### config.mk
export PLATFORM = sky130hd
export DESIGN_NAME = alu_arbiter_flat
export DESIGN_NICKNAME = d
export VERILOG_FILES = /design/src/rtl/alu_arbiter_if.sv /design/src/rtl/alu_arbiter.sv /design/src/flat_wrapper.sv
export SDC_FILE = /design/constraint.sdc
export NUM_CORES = 1
export LEC_CHECK = 0
export CAP_MARGIN = 30
export CORE_AREA = 2 2 121 123
export CTS_CLUSTER_SIZE = 12
export DETAILED_ROUTE_END_ITERATION = 10
export DIE_AREA = 0 0 123 125
export PLACE_DENSITY_LB_ADDON = 0.2
export SYNTH_ARGS = -nofsm -noshare
export SYNTH_HDL_FRONTEND = slang
export SYNTH_SLANG_ARGS = --single-unit
### constraint.sdc
create_clock -name clk -period 1.6 [get_ports clk]
set_clock_uncertainty 0.1 [all_clocks]
set_input_delay 0.24 -clock clk [delete_from_list [all_inputs] [get_ports clk]]
set_output_delay 0.24 -clock clk [all_outputs]
set_load 0.02 [all_outputs]
### src/rtl/alu_arbiter_if.sv
// Requester-side request/response channels of the shared-ALU arbiter.
// master = the two requesters, slave = the arbiter.
interface alu_arbiter_if #(
    parameter int unsigned DATA_W = 32,
    parameter int unsigned CTRL_W = 4
);
    logic              req_valid_0;
    logic              req_valid_1;
    logic              req_ready_0;
    logic              req_ready_1;
    logic [DATA_W-1:0] req_input_1_0;
    logic [DATA_W-1:0] req_input_1_1;
    logic [DATA_W-1:0] req_input_2_0;
    logic [DATA_W-1:0] req_input_2_1;
    logic [CTRL_W-1:0] req_alu_control_0;
    logic [CTRL_W-1:0] req_alu_control_1;
    logic              rsp_valid_0;
    logic              rsp_valid_1;
    logic              rsp_ready_0;
    logic              rsp_ready_1;
    logic [DATA_W-1:0] rsp_result;
    logic              rsp_zero;

    modport master (
        output req_valid_0, req_valid_1,
        input  req_ready_0, req_ready_1,
        output req_input_1_0, req_input_1_1, req_input_2_0, req_input_2_1,
        output req_alu_control_0, req_alu_control_1,
        input  rsp_valid_0, rsp_valid_1,
        output rsp_ready_0, rsp_ready_1,
        input  rsp_result, rsp_zero
    );

    modport slave (
        input  req_valid_0, req_valid_1,
        output req_ready_0, req_ready_1,
        input  req_input_1_0, req_input_1_1, req_input_2_0, req_input_2_1,
        input  req_alu_control_0, req_alu_control_1,
        output rsp_valid_0, rsp_valid_1,
        input  rsp_ready_0, rsp_ready_1,
        output rsp_result, rsp_zero
    );
endinterface

### src/rtl/alu_arbiter.sv
// Round-robin arbiter sharing one ALU between two valid/ready requesters.
// Optional per-requester saturating grant counters: define ALU_ARB_STATS_EN.
module alu_arbiter #(
    parameter int unsigned DATA_W = 32,
    parameter int unsigned CTRL_W = 4,
    parameter int unsigned CNT_W  = 16
) (
    input  logic              clk,
    input  logic              rst_n,
    alu_arbiter_if.slave      bus,
    output logic [DATA_W-1:0] alu_input_1,
    output logic [DATA_W-1:0] alu_input_2,
    output logic [CTRL_W-1:0] alu_control,
    input  logic [DATA_W-1:0] alu_result,
    input  logic              alu_zero,
    output logic              busy,
    output logic [CNT_W-1:0]  grant_cnt_0,
    output logic [CNT_W-1:0]  grant_cnt_1
);

    typedef enum logic [1:0] {
        IDLE = 2'd0,
        EXEC = 2'd1,
        RESP = 2'd2
    } state_t;

    state_t state;
    logic   last_grant;
    logic   owner;
    logic   grant_any;
    logic   grant_sel;

    // Grant decision: a lone requester always wins; a tie goes to whoever was not served last.
    always_comb begin
        grant_any = 1'b0;
        grant_sel = 1'b0;
        if (state == IDLE) begin
            grant_any = bus.req_valid_0 | bus.req_valid_1;
            grant_sel = (bus.req_valid_0 & bus.req_valid_1) ? ~last_grant : bus.req_valid_1;
        end
        bus.req_ready_0 = grant_any & ~grant_sel;
        bus.req_ready_1 = grant_any & grant_sel;
    end

    always_ff @(posedge clk or negedge rst_n) begin
        if (!rst_n) begin
            state           <= IDLE;
            last_grant      <= 1'b1;
            owner           <= 1'b0;
            alu_input_1     <= '0;
            alu_input_2     <= '0;
            alu_control     <= '0;
            bus.rsp_result  <= '0;
            bus.rsp_zero    <= 1'b0;
            bus.rsp_valid_0 <= 1'b0;
            bus.rsp_valid_1 <= 1'b0;
            busy            <= 1'b0;
        end else begin
            case (state)
                IDLE: begin
                    if (grant_any) begin
                        alu_input_1 <= grant_sel ? bus.req_input_1_1 : bus.req_input_1_0;
                        alu_input_2 <= grant_sel ? bus.req_input_2_1 : bus.req_input_2_0;
                        alu_control <= grant_sel ? bus.req_alu_control_1 : bus.req_alu_control_0;
                        last_grant  <= grant_sel;
                        owner       <= grant_sel;
                        busy        <= 1'b1;
                        state       <= EXEC;
                    end
                end
                EXEC: begin
                    bus.rsp_result  <= alu_result;
                    bus.rsp_zero    <= alu_zero;
                    bus.rsp_valid_0 <= ~owner;
                    bus.rsp_valid_1 <= owner;
                    state           <= RESP;
                end
                RESP: begin
                    // Only the owner's ready completes the response.
                    if (owner ? bus.rsp_ready_1 : bus.rsp_ready_0) begin
                        bus.rsp_valid_0 <= 1'b0;
                        bus.rsp_valid_1 <= 1'b0;
                        busy            <= 1'b0;
                        state           <= IDLE;
                    end
                end
                default: begin
                    state <= IDLE;
                end
            endcase
        end
    end

`ifdef ALU_ARB_STATS_EN
    // Saturating accept counters; readiness implies acceptance in this cycle.
    always_ff @(posedge clk or negedge rst_n) begin
        if (!rst_n) begin
            grant_cnt_0 <= '0;
            grant_cnt_1 <= '0;
        end else begin
            if (bus.req_ready_0 && (grant_cnt_0 != '1)) begin
                grant_cnt_0 <= grant_cnt_0 + CNT_W'(1);
            end
            if (bus.req_ready_1 && (grant_cnt_1 != '1)) begin
                grant_cnt_1 <= grant_cnt_1 + CNT_W'(1);
            end
        end
    end
`else
    assign grant_cnt_0 = '0;
    assign grant_cnt_1 = '0;
`endif

endmodule

### src/flat_wrapper.sv
// flat-port wrapper written by rule: the top's interface ports become plain ports
module alu_arbiter_flat 
#(
    parameter int unsigned DATA_W = 32,
    parameter int unsigned CTRL_W = 4,
    parameter int unsigned CNT_W  = 16
)
  (clk, rst_n, alu_input_1, alu_input_2, alu_control, alu_result, alu_zero, busy, grant_cnt_0, grant_cnt_1, bus_req_valid_0, bus_req_valid_1, bus_req_ready_0, bus_req_ready_1, bus_req_input_1_0, bus_req_input_1_1, bus_req_input_2_0, bus_req_input_2_1, bus_req_alu_control_0, bus_req_alu_control_1, bus_rsp_valid_0, bus_rsp_valid_1, bus_rsp_ready_0, bus_rsp_ready_1, bus_rsp_result, bus_rsp_zero);
  alu_arbiter_if #(.DATA_W(DATA_W), .CTRL_W(CTRL_W)) bus_i ();
  input  logic clk;
  input  logic rst_n;
  output logic [DATA_W-1:0] alu_input_1;
  output logic [DATA_W-1:0] alu_input_2;
  output logic [CTRL_W-1:0] alu_control;
  input  logic [DATA_W-1:0] alu_result;
  input  logic alu_zero;
  output logic busy;
  output logic [CNT_W-1:0] grant_cnt_0;
  output logic [CNT_W-1:0] grant_cnt_1;
  input wire logic [$bits(bus_i.req_valid_0)-1:0] bus_req_valid_0;
  input wire logic [$bits(bus_i.req_valid_1)-1:0] bus_req_valid_1;
  output wire logic [$bits(bus_i.req_ready_0)-1:0] bus_req_ready_0;
  output wire logic [$bits(bus_i.req_ready_1)-1:0] bus_req_ready_1;
  input wire logic [$bits(bus_i.req_input_1_0)-1:0] bus_req_input_1_0;
  input wire logic [$bits(bus_i.req_input_1_1)-1:0] bus_req_input_1_1;
  input wire logic [$bits(bus_i.req_input_2_0)-1:0] bus_req_input_2_0;
  input wire logic [$bits(bus_i.req_input_2_1)-1:0] bus_req_input_2_1;
  input wire logic [$bits(bus_i.req_alu_control_0)-1:0] bus_req_alu_control_0;
  input wire logic [$bits(bus_i.req_alu_control_1)-1:0] bus_req_alu_control_1;
  output wire logic [$bits(bus_i.rsp_valid_0)-1:0] bus_rsp_valid_0;
  output wire logic [$bits(bus_i.rsp_valid_1)-1:0] bus_rsp_valid_1;
  input wire logic [$bits(bus_i.rsp_ready_0)-1:0] bus_rsp_ready_0;
  input wire logic [$bits(bus_i.rsp_ready_1)-1:0] bus_rsp_ready_1;
  output wire logic [$bits(bus_i.rsp_result)-1:0] bus_rsp_result;
  output wire logic [$bits(bus_i.rsp_zero)-1:0] bus_rsp_zero;
  assign bus_i.req_valid_0 = bus_req_valid_0;
  assign bus_i.req_valid_1 = bus_req_valid_1;
  assign bus_req_ready_0 = bus_i.req_ready_0;
  assign bus_req_ready_1 = bus_i.req_ready_1;
  assign bus_i.req_input_1_0 = bus_req_input_1_0;
  assign bus_i.req_input_1_1 = bus_req_input_1_1;
  assign bus_i.req_input_2_0 = bus_req_input_2_0;
  assign bus_i.req_input_2_1 = bus_req_input_2_1;
  assign bus_i.req_alu_control_0 = bus_req_alu_control_0;
  assign bus_i.req_alu_control_1 = bus_req_alu_control_1;
  assign bus_rsp_valid_0 = bus_i.rsp_valid_0;
  assign bus_rsp_valid_1 = bus_i.rsp_valid_1;
  assign bus_i.rsp_ready_0 = bus_rsp_ready_0;
  assign bus_i.rsp_ready_1 = bus_rsp_ready_1;
  assign bus_rsp_result = bus_i.rsp_result;
  assign bus_rsp_zero = bus_i.rsp_zero;
  alu_arbiter #(.DATA_W(DATA_W), .CTRL_W(CTRL_W), .CNT_W(CNT_W)) u_core (.clk(clk), .rst_n(rst_n), .bus(bus_i), .alu_input_1(alu_input_1), .alu_input_2(alu_input_2), .alu_control(alu_control), .alu_result(alu_result), .alu_zero(alu_zero), .busy(busy), .grant_cnt_0(grant_cnt_0), .grant_cnt_1(grant_cnt_1));
endmodule
==> metrics.md <==
| Metric | Value |
|---|---|
| Synth Warn # | 0 |
| Worst r2r dst | u_core.alu_input_2[6]$_DFFE_PN0P_ |
| Final setup viols | 2 |
| Htree depth | 3 |
| CP Launch Type | input port |
| Worst setup EP type | output port |
| Boundary Pins | ~310 |
| Setup TNS | -96.6 ps |
| Area Overhead vs Synth | 62.1% |
| Clock latency on the worst-skew pair | 350 ps |
| Leading area contributor after synthesis | dfrtp_1 |
| DP HPWL | 11.6 mm |
| Avg WL per Cell | around 18 microns |
| RSZ-0062 raised after global routing | true |
| Mapped Area | about 5200 sq um |
| Largest cells by area after synthesis | dfrtp_1 (51%), a31oi_1 (8.1%), mux2_2 (7.1%) |
| Fin. Hold Viols | 0 |
| Worst Reg-to-Reg Cells | 6 |
| FF-to-FF setup slack | 30 ps |
| Power Dens Cells | between 1500 and 2000 nW/um^2 |
| Sink Count | 108 |
| Clk slew on worst S/H paths | roughly 80 ps |
| Core Region | 14200 sq um |
| Type of the worst setup path | in2out |
| CTS root buffer | clkbuf_16 |
| First-pass detailed-route iteration total | 4 |
| Power Total | 0.0164 W |
| Met2 routed WL | 8.86 mm |
| Final core occ | 59.8% |
| Overall Global Routing Usage | 21.7% |
| Critical path arrival | roughly 1300 ps |
| Min-Delay Path Depth | 3 |
| Hold Path End | u_core.alu_control[0]$_DFFE_PN0P_ |
| Final period util | 103% |
| Share of layout cells above drive strength 1 | between 10% and 20% |
| Worst IR Drop VDD | ~780 uV |
| Cts bufs inserted | 9 |
| Critical Path Fanout Max | 3 |
| Overall routed net length | between 15 and 20 mm |
| PnR worst setup slack | -53.2 ps |
| Max-slew violation count | 0 |
| Total gr overflow | 0 |
| Antenna viol nets, final | 0 |
| DIE AREA | 15400 sq um |
| CTS tree | done |
| Crit path required time | 1260 ps |
| Maximum capacitance violations | 0 |
| # DRC | 0 |
| Status | finished, violations left |
| First-pass GRT wire length | 26.4 mm |
| Width of the die | 123 microns |
| Worst hold path type | in2reg |
| Wl on met1 | around 7 mm |
| Initial Util | between 30% and 40% |
| Die Height | around 130 microns |
| Mean Syn Cell Area | ~10 sq um |
| CTS Buffer Depth | 2 |
| Fin nets | 965 |
| FMAX | between 600 and 700 MHz |
| Rows | 44 |
| Placer Congestion | around 0.76 |
| Initial antenna violation count | 1 |
| DR vias | 5177 |
| Hold path start | bus_req_alu_control_1[0] |
| Netlist cell types | 28 |
| Via-to-Cell Ratio | 5.28 |
| Largest net degree at the start of global routing | 69 |
| Synth top area share | roughly half |
| Placement Setup Slack | -489 ps |
| Static leakage | 3.46 nW |
| Violated checks | negative setup slack |
| Buffers on Ports | 280 |
| Vias in the first global route | 5149 |
| WL met3 | 1.65 mm |
| Share of the yosys chip area belonging to registers | approximately half |
| Yosys reg bits | between 100 and 150 |
| 1st-iter DRT viols | 257 |
| R2R Path Start | u_core.state[1]$_DFFE_PN0P_ |
| DR top layer | met5 |
| Gate Count Post-Synth | 528 |
| Min Tclk post-route | 1650 ps |
## worst max-delay path, cell delays in order
cell and delay, ps:
clkdlybuf4s50_1 450, or2_2 360, nand2_4 100, nor2_4 30, buf_6 130
## placed cells by master, fill, tap and decap left out, types with 6 or more instances in the layout
| master | n |
|---|---|
| buf_4 | 10 |
| buf_12 | 6 |
| a21oi_1 | 69 |
| mux2_2 | 33 |
| a31oi_1 | 68 |
| dlygate4sd2_1 | 104 |
| conb_1 | 32 |
| clkdlybuf4s50_1 | 173 |
| dfrtp_1 | 107 |
| clkbuf_16 | 11 |
| o21ai_0 | 58 |
| nand3_1 | 69 |
| o21ai_1 | 12 |
## layer usage
layer  vias up  GRT usage (%)
met2       262           37.8
met1      2473           24.7
met5         -              0
met3        34           5.84
met4         2           9.49
li1       2406              -
## power by group
group	internal [W]	total, W	leakage [nW]	switching (W)
sequential	0.00415	0.00487	1.22	0.000720
combinational	0.00388	0.00925	2.08	0.00537
clock	0.00127	0.00230	0.149	0.00103
total	0.00930	0.0164	3.46	0.00712
## logic make-up after synthesis
kind of cell	after synthesis	share of synthesized area, %
AOI/OAI and AO/OA	214	22.5
DFF	108	51.6
buffers and inverters	91	10.7
and+or+nand+nor	80	7.72
muxes	34	7.29
other	1	0.0716
## repair_timing
item	4_1_cts	5_1_grt
gates resized for setup	124	19
buffers inserted	0	2
setup endpoints to repair	174	68
hold endpoints to repair	107	0
pin swaps	0	2
gates cloned	2	3
hold buffers	1	0
## synth_stat cells
library cell	n
dfstp_2	1
buf_2	17
a21o_1	2
a31oi_1	68
nand3_1	69
nor2_2	1
clkbuf_1	23
buf_4	43
conb_1	1
a21bo_2	1
inv_1	2
or2_1	2
a21oi_1	69
nor2_1	4
mux2i_1	1
o21ai_1	10
a221oi_1	1
nand2_1	2
nand2b_1	1
dfrtp_1	107
o21ai_0	60
o22ai_1	1
a21boi_2	1
o31ai_1	1
mux2_2	33
buf_6	5
inv_2	1
nand2_4	1
## cell type report
| class | instances | area (sq um) |
|---|---|---|
| Fill cell | 1268 | 5720 |
| Timing Repair Buffer | 308 | 3110 |
| Sequential cell | 108 | 2700 |
| Multi-Input combinational cell | 360 | 2120 |
| Clock buffer | 10 | 239 |
| Tap cell | 184 | 230 |
| Clock inverter | 6 | 68.8 |
| Inverter | 3 | 11.3 |
| Antenna cell | 1 | 2.50 |
## worst max path at each step
stage / from / to / slack [ps] / depth (start not counted)
5_1_grt: u_core.state[1]$_DFFE_PN0P_ / bus_req_ready_0 / -90 / 5
2_1_floorplan: u_core.state[0]$_DFFE_PN0P_ / bus_req_ready_1 / 9 / 4
4_1_cts: u_core.state[0]$_DFFE_PN0P_ / u_core.alu_input_2[24]$_DFFE_PN0P_ / -100 / 6
3_5_place_dp: bus_req_valid_1 / bus_req_ready_1 / -490 / 4
6_report: bus_req_valid_1 / bus_req_ready_0 / -50 / 5
3_3_place_gp: bus_req_valid_1 / bus_req_ready_1 / -490 / 4
## registers in the layout, summed over array words and instances (netlist names)
name / cells
u_core.bus.rsp_valid_1: 1
u_core.alu_input_1: 32
u_core.alu_input_2: 32
u_core.last_grant: 1
u_core.state: 2
u_core.alu_control: 4
u_core.bus.rsp_result: 32
u_core.bus.rsp_valid_0: 1
u_core.bus.rsp_zero: 1
u_core.owner: 1
u_core.busy: 1
## per-stage QoR
step	instances	instance area, sq um	hold slack, ps
2_1_floorplan	559	5350	-156
3_3_place_gp	955	8060	209
3_5_place_dp	955	8060	218
4_1_cts	974	8340	343
5_1_grt	979	8480	367
6_report	980	8490	356
Note: power is estimated with default switching activity, not from simulation.
